$ cat src/rtl/fir_interp2.sv
// rtl/fir_interp2.sv - 2x interpolating 21-tap polyphase low-pass FIR, single time-shared multiplier
//
// Purpose:
//   Each accepted (16,13) input sample produces two (16,12) output samples,
//   even phase first, then odd phase. The even branch uses h[0,2,..,20] over
//   x[0..10]. The odd branch uses h[1,3,..,19] over x[0..9]. Both branches
//   share one 16x16 multiplier and a 32-bit Q28 accumulator, one tap per cycle.
//
// Ports:
//   clk        in   1   rising-edge clock
//   reset_n    in   1   asynchronous active-low reset
//   in_valid   in   1   in_data valid
//   in_ready   out  1   high only while idle (reset value 1)
//   in_data    in  16   signed input sample (16,13)
//   out_valid  out  1   out_data valid, registered (reset value 0)
//   out_ready  in   1   downstream accepts out_data
//   out_data   out 16   signed output sample (16,12), registered (reset value 0)

module fir_interp2 (
  input  logic        clk,
  input  logic        reset_n,
  input  logic        in_valid,
  output logic        in_ready,
  input  logic [15:0] in_data,
  output logic        out_valid,
  input  logic        out_ready,
  output logic [15:0] out_data
);

  typedef enum logic [2:0] {
    S_IDLE  = 3'd0,
    S_MAC_E = 3'd1,
    S_OUT_E = 3'd2,
    S_MAC_O = 3'd3,
    S_OUT_O = 3'd4
  } state_t;

  state_t             r_state;
  state_t             w_state_nxt;

  logic signed [15:0] r_x [0:10];
  logic signed [31:0] r_acc;
  logic        [3:0]  r_k;
  logic        [15:0] r_out_data;
  logic               r_out_valid;

  logic               w_in_ready;
  logic               w_accept;
  logic               w_last_tap;
  logic        [4:0]  w_coef_idx;
  logic signed [15:0] w_coef;
  logic signed [15:0] w_tap;
  logic signed [31:0] w_prod;
  logic signed [31:0] w_sum;
  logic signed [31:0] w_round;
  logic        [15:0] w_out;
  logic               w_unused_round;

  // The filter is symmetric (h[j] == h[20-j]), so mirrored indices share a value.
  function automatic logic signed [15:0] coef_rom(input logic [4:0] idx);
    case (idx)
      5'd0,  5'd20: coef_rom = -16'sd10;
      5'd1,  5'd19: coef_rom =  16'sd62;
      5'd2,  5'd18: coef_rom =  16'sd84;
      5'd3,  5'd17: coef_rom = -16'sd296;
      5'd4,  5'd16: coef_rom = -16'sd246;
      5'd5,  5'd15: coef_rom =  16'sd954;
      5'd6,  5'd14: coef_rom =  16'sd477;
      5'd7,  5'd13: coef_rom = -16'sd2645;
      5'd8,  5'd12: coef_rom = -16'sd689;
      5'd9,  5'd11: coef_rom =  16'sd10122;
      5'd10:        coef_rom =  16'sd17159;
      default:      coef_rom =  16'sd0;
    endcase
  endfunction

  assign w_in_ready = (r_state == S_IDLE);
  assign w_accept   = w_in_ready && in_valid;
  assign w_last_tap = ((r_state == S_MAC_E) && (r_k == 4'd10)) ||
                      ((r_state == S_MAC_O) && (r_k == 4'd9));

  // Coefficient index is 2k for the even phase and 2k+1 for the odd phase.
  assign w_coef_idx = {r_k, (r_state == S_MAC_O)};
  assign w_coef     = coef_rom(w_coef_idx);

  always_comb begin
    w_tap = 16'sd0;
    for (int i = 0; i < 11; i++) begin
      if (r_k == 4'(i)) begin
        w_tap = r_x[i];
      end
    end
  end

  assign w_prod  = 32'(w_coef) * 32'(w_tap);
  assign w_sum   = r_acc + w_prod;
  // Round half up, then >>> 15; the Q28 -> Q12 shift of 16 less one bit folds in the gain of 2.
  assign w_round = w_sum + 32'sd16384;
  assign w_out   = w_round[30:15];
  assign w_unused_round = ^{w_round[31], w_round[14:0]};

  // State register.
  always_ff @(posedge clk or negedge reset_n) begin
    if (!reset_n) begin
      r_state <= S_IDLE;
    end else begin
      r_state <= w_state_nxt;
    end
  end

  // Next-state logic.
  always_comb begin
    w_state_nxt = r_state;
    case (r_state)
      S_IDLE:  if (in_valid)                  w_state_nxt = S_MAC_E;
      S_MAC_E: if (r_k == 4'd10)              w_state_nxt = S_OUT_E;
      S_OUT_E: if (out_ready)                 w_state_nxt = S_MAC_O;
      S_MAC_O: if (r_k == 4'd9)               w_state_nxt = S_OUT_O;
      S_OUT_O: if (out_ready)                 w_state_nxt = S_IDLE;
      default:                                w_state_nxt = S_IDLE;
    endcase
  end

  // Delay line, accumulator, tap counter and output registers.
  always_ff @(posedge clk or negedge reset_n) begin
    if (!reset_n) begin
      for (int i = 0; i < 11; i++) begin
        r_x[i] <= 16'sd0;
      end
      r_acc       <= 32'sd0;
      r_k         <= 4'd0;
      r_out_data  <= 16'd0;
      r_out_valid <= 1'b0;
    end else begin
      case (r_state)
        S_IDLE: begin
          if (w_accept) begin
            r_x[0] <= in_data;
            for (int i = 1; i < 11; i++) begin
              r_x[i] <= r_x[i-1];
            end
            r_acc <= 32'sd0;
            r_k   <= 4'd0;
          end
        end
        S_MAC_E, S_MAC_O: begin
          if (w_last_tap) begin
            // Final tap goes straight into the rounder; acc itself is not updated.
            r_out_data  <= w_out;
            r_out_valid <= 1'b1;
          end else begin
            r_acc <= w_sum;
            r_k   <= r_k + 4'd1;
          end
        end
        S_OUT_E: begin
          if (out_ready) begin
            r_out_valid <= 1'b0;
            r_acc       <= 32'sd0;
            r_k         <= 4'd0;
          end
        end
        S_OUT_O: begin
          if (out_ready) begin
            r_out_valid <= 1'b0;
          end
        end
        default: begin
          r_out_valid <= 1'b0;
        end
      endcase
    end
  end

  assign in_ready  = w_in_ready;
  assign out_valid = r_out_valid;
  assign out_data  = r_out_data;

endmodule

$ cat config.mk
export PLATFORM = sky130hd
export DESIGN_NAME = fir_interp2
export DESIGN_NICKNAME = d
export VERILOG_FILES = /design/src/rtl/fir_interp2.sv
export SDC_FILE = /design/constraint.sdc
export NUM_CORES = 1
export LEC_CHECK = 0
export ABC_AREA = 0
export BUFFER_PORTS_ARGS = -buffer_cell sky130_fd_sc_hd__buf_2
export CAP_MARGIN = 20
export CORE_MARGIN = 5
export CORE_UTILIZATION = 41
export CTS_CLUSTER_DIAMETER = 100
export DETAILED_ROUTE_END_ITERATION = 8
export GPL_TIMING_DRIVEN = 0
export PLACE_DENSITY_LB_ADDON = 0.1
export SKIP_CTS_REPAIR_TIMING = 1
export SLEW_MARGIN = 20
export SYNTH_ARGS = -nofsm -noshare
export SYNTH_HDL_FRONTEND = slang
export SYNTH_SLANG_ARGS = --single-unit
$ cat constraint.sdc
create_clock -name clk -period 9.1 [get_ports clk]
set_input_delay 0 -clock clk [delete_from_list [all_inputs] [get_ports clk]]
set_output_delay 0 -clock clk [all_outputs]
set_load 0.005 [all_outputs]
==> Word level (Yosys, flattened, before mapping) <==
Memories as Yosys holds them, arrays and structs flattened.
Cells that the tools add are included.
{ "totals": {"ff_bits": 232, "rom_bits": 512, "in_bits": 20, "output_inout_bits": 18, "memories": 1} }
{ "memory_table": {"columns": ["name", "depth", "word_bits", "rd", "rd_ports_with_merged_regs", "write_ports", "line_no", "rtl"], "rows": [
  ["(name not given)", 32, 16, 1, 0, 0, "61", "case (idx)"]
]} }
{ "classes": {"addsub": 3, "mul": 1, "eq_ne": 23, "mux": 28, "bitwise": 1, "reduce_logical": 14} }
{ "ops": {"columns": ["operator", "n"], "rows": [
  ["$mux W16", 11],
  ["$mux W32", 3],
  ["$pmux W32 S3", 1],
  ["$add A32 B32 Y32", 1],
  ["$mul A16 B16 Y32", 1],
  ["$add A31 B16 Y31 const B", 1],
  ["$eq A4 B3 Y1 const B", 4],
  ["$mux W3", 5],
  ["$pmux W3 S5", 1],
  ["$eq A4 B4 Y1 const B", 3],
  ["$mux W4", 3],
  ["$pmux W4 S3", 1],
  ["$ne A2 B2 Y1 const B", 5],
  ["$eq A4 B2 Y1 const B", 2],
  ["$ne A2 B1 Y1 const B", 4],
  ["$eq A3 B2 Y1 const B", 2],
  ["$reduce_and A5 Y1", 1],
  ["$add A4 B1 Y4 const B", 1],
  ["$eq A4 B1 Y1 const B", 1],
  ["$logic_not A4 Y1", 1],
  ["$reduce_and A2 Y1", 2],
  ["$reduce_and A4 Y1", 1],
  ["$reduce_or A2 Y1", 2],
  ["$eq A3 B1 Y1 const B", 1],
  ["other kinds (9)", 12]
]} }

==> Depth between registers and ports, before layout <==
{ "depth": {"depth_word": 16, "depth_mapped": 40} }

==> Least setup slack after synthesis <==
OpenSTA, ideal clock, no wires.
{ "synth_timing": {"kind": "flip-flop to flip-flop", "startpoint": "register r_k[1]", "endpoint": "register r_out_data[14] (netlist: out_data[14])", "setup_time_ps": 124, "t_arrival_ps": 9526, "required_time_ps": 8976, "path_slack_ps": -550, "stages_incl_launch_ff": 39, "path_buffers": 4, "period_less_slack_ps": 9650, "path_cell_list": "dfrtp_1 -> clkbuf_1 -> inv_1 -> clkbuf_1 -> ha_1 -> nor4b_1 -> clkbuf_1 -> a221o_1 -> o211ai_1 -> nand3_1 -> o21ai_0 -> a211o_1 -> nand3_1 -> o21ai_0 -> a21oi_1 -> clkbuf_1 -> nand2_1 -> fa_1 -> [3 not listed] -> fa_1 -> inv_1 -> fa_1 -> fa_1 -> inv_1 -> fa_1 -> inv_1 -> ha_1 -> a21o_1 -> a21o_1 -> a21oi_1 -> a21oi_1 -> a211oi_1 -> nand3_1 -> or4_1 -> nor3b_1 -> a21oi_1 -> a211o_1"} }
{ "synth_between": {"elab_chain_len": 15, "word_cells_on_any_way": 30, "classes_between": "2 x add/sub; 1 x mul; 10 x eq/ne; 11 x mux; 5 x reduce/logical; 1 x memory"} }
{ "synth_rtl": {"columns": ["item", "line_no", "rtl"], "rows": [
  ["from (decl)", "43", "logic [3:0] r_k;"],
  ["from (signal assigned)", "153", "r_k <= r_k + 4'd1;"],
  ["$logic_not A4 Y1", "89", "if (r_k == 4'(i)) begin"],
  ["$mux W16 (11 in a row)", "89", null],
  ["$mul A16 B16 Y32", "95", "assign w_prod = 32'(w_coef) * 32'(w_tap);"],
  ["$add A32 B32 Y32", "96", "assign w_sum = r_acc + w_prod;"],
  ["$add A31 B16 Y31", "98", "assign w_round = w_sum + 32'sd16384;"],
  ["to (signal assigned)", "149", "r_out_data <= w_out;"],
  ["to (decl)", "44", "logic [15:0] r_out_data;"]
]} }
Parallel ways exist; a longest one is shown, timed or not.
A chain may end at the register's enable or synchronous reset.

==> Worst setup path after layout <==
{ "layout_timing": {"startpoint": "register r_k[1]", "endpoint": "register r_out_data[13] (netlist: out_data[13])"} }
Same word-level chain as after synthesis.

==> key figures <==
Clock network
  • Clock insertion delay at the later pin of the skew report: 0.59 ns
  • Root buffer cell: clkbuf_16
  • TritonCTS clock tree: built
  • Clk sinks: 231
  • CTS clk-pin slew, worst paths: 0.06 ns
  • H-tree levels: 1
  • Inserted Clock Buffers: 28
  • Clock Tree Buf Depth: 3

Synthesis
  • Sequential element share of the synthesized area: 27.1%
  • Synth area leaders: dfrtp_1, fa_1, mux2_2
  • Synth area leader: dfrtp_1
  • Syn Std Cell Area: 21300 um^2
  • Yosys reg bits: 231
  • Syn avg cell area: slightly above 10 um^2
  • Most common flop cell mapped by yosys: dfrtp_1
  • Post-synth EDFFs: 0
  • Gate Count Post-Synth: 2081
  • Simple-Gate Fraction of Synth Area: 10.2%
  • Synth Net Count: 2492
  • YS warnings: 0
  • Largest family of logic cells by synthesized area: adder cells
  • Most numerous cell in the Yosys netlist: inv_1
  • Complex-gate fraction of the synthesized area: about 10%
  • Area share of the largest cell type after synthesis: between 20% and 30%
  • Async SR Flop Fraction: 100%
  • Area share of xor/xnor cells in the synthesized design: 2.20%
  • Post-Synth Adder-Cell Area: between 30% and 40%
  • Commonest cells post-synth: inv_1, fa_1, dfrtp_1
  • Post-synth cell types: 71
  • Portion of netlist area occupied by mux cells: 9.97%

Worst setup path
  • Crit-path most repeated cell: fa_1
  • Startpoint Class: flop
  • Worst Path Max Fanout: 8
  • Worst Setup Path Type: reg -> reg
  • CP Capture Type: flop
  • WP data arrival: 9.42 ns
  • Max stage delay cell, worst path: fa_1
  • WP data required: 9.54 ns
  • Slowest cell delay on critical path: 0.56 ns

Floorplan
  • Std cell rows: 83
  • Core area: 51400 um^2
  • Initial Util: 41.5%
  • Die extent in y: 238 um
  • Die Wd: 238 um
  • Top Ports: 38
  • Die area: 56700 um^2

STA
  • # setup viols final: 0
  • Max-slew violations: 0
  • Hold Slack: -0.0179 ns
  • Worst slew pin tran: 1.19 ns
  • Fin Setup TNS: 0 ns
  • Fin crit share: 98.7%
  • RSZ-0062 raised after global routing: yes
  • Fmax: 111 MHz
  • Slew HR: 20.9%
  • Clock skew: just under 0.03 ns
  • Tmin final: 8.98 ns
  • Final hold violations: 6

Routing
  • Post-route antenna net violation count: 0
  • DR WL/cell: 20.7 um
  • Via count: approximately 16k
  • Pre-Repair DR Iteration Count: 7
  • Average vias per placed instance: 5.36
  • Remaining DRCs: 0
  • Iter 0 DRT Violations: 940
  • Final WL: 61.1 mm

Placed design
  • HPWL after DPL: a little under 50 mm
  • GP Congestion: between 0.9 and 1
  • Port Buffers: 37
  • Placement Cell Area: 22500 um^2

Run
  • Total of max-cap violations: 0

Cells and area
  • Layout cells sized above 1: 26.6%
  • Fin util: 50.2%
  • N_diodes: 0
  • Post-route cell area: approximately 26000 um^2
  • Area Growth Syn to Fin: 20.9%
  • Number of nets in the layout: approximately 2.7k

GRT
  • Initial antenna violation count: 0
  • Number of global-route vias before repair: 16.7k
  • Pin count of the biggest net entering global routing: between 80 and 90
  • Total congestion overflow: 0
  • Total GRT Usage: 21.4%
  • First-pass GRT wire length: 95.7 mm

Status
  • Failing checks: hold timing
  • Status: finished, violations left

Min path
  • Worst hold path class: in -> async
[worst max-delay path: cells and delay by family (launching register included)]
family | cells | cell delay (ns)
buffers and inverters | 11 | 1.18
xor gates and xnor gates | 2 | 0.43
adders and majority gates | 8 | 3.41
AOI/OAI and AO/OA | 13 | 2.64
DFF | 1 | 0.37
and+or+nand+nor | 5 | 0.79
[kinds of logic (layout without fill, tap and decap cells)]
logic type      count (synthesis)  in the layout
fa+ha+maj                     391            391
flops                         231            231
buf+inv                       430            621
mux                           190            190
compound gates                317            317
xor+xnor                       52             52
simple gates                  470            470
[path summary, 6_finish.rpt]
kind                             start            to  slack, ns  cells after the start
hold reg to reg            out_data[8]   out_data[8]       0.48                      2
setup / recovery                r_k[1]  out_data[13]       0.12                     39
max in group asynchronous      reset_n        r_x[0]       7.88                      4
min in group clk            in_data[3]      r_x[163]       0.17                      3
hold / removal                 reset_n      r_x[168]      -0.02                      2
setup reg to reg                r_k[1]  out_data[13]       0.12                     39
[flip-flops by register name (all words and copies together) (netlist names)]
register   flops
r_x          176
r_acc         31
out_data      16
r_k            4
r_state        3
out_valid      1
[metal layers]
metal  GRT usage [%]  part of all wire (%)
met1            31.3                    47
met2            32.9                    45
met3            4.65                   6.1
met4            4.47                   2.2
met5               0                     0
[area by class of cell]
class                   instances  area, um^2
inverters                     332        1250
clock inverters                 6        85.1
repair buffers                160        1340
fillers                      4756       25600
clock buffers                  39         782
multi-input cells            1420       15200
plain buffers                  84         523
well taps                     680         851
flip-flops and latches        231        5780
[per-stage QoR]
stage          setup WS, ns  cells
2_1_floorplan       -0.0336   2081
3_3_place_gp          -2.66   2798
3_5_place_dp          -2.73   2804
4_1_cts               -2.82   2849
5_1_grt              -0.246   2952
6_report              0.118   2952
[cell usage in the layout (no fill, tap or decap), types with 10 or more instances in the layout]
master           n
inv_1          326
fa_1           275
dfrtp_1        230
mux2_2         181
nor2_1         147
nand2_1        140
ha_1            85
buf_4           83
o21ai_0         59
clkbuf_1        46
buf_2           42
nand2b_1        30
clkbuf_16       28
a21oi_1         23
nand3_1         23
xnor2_1         23
o211ai_1        21
a22oi_1         21
buf_6           20
dlygate4sd3_1   18
a21oi_2         17
o21ai_1         15
o21ai_2         15
xor2_1          15
ha_4            15
clkbuf_2        14
nor3_1          14
and2_1          14
a221o_1         13
nor2b_1         12
a21oi_4         12
nor2_2          11
buf_12          10
fa_2            10
Power is not shown: default switching activity piles up to over one toggle a cycle in this logic, so the estimate is an artifact.
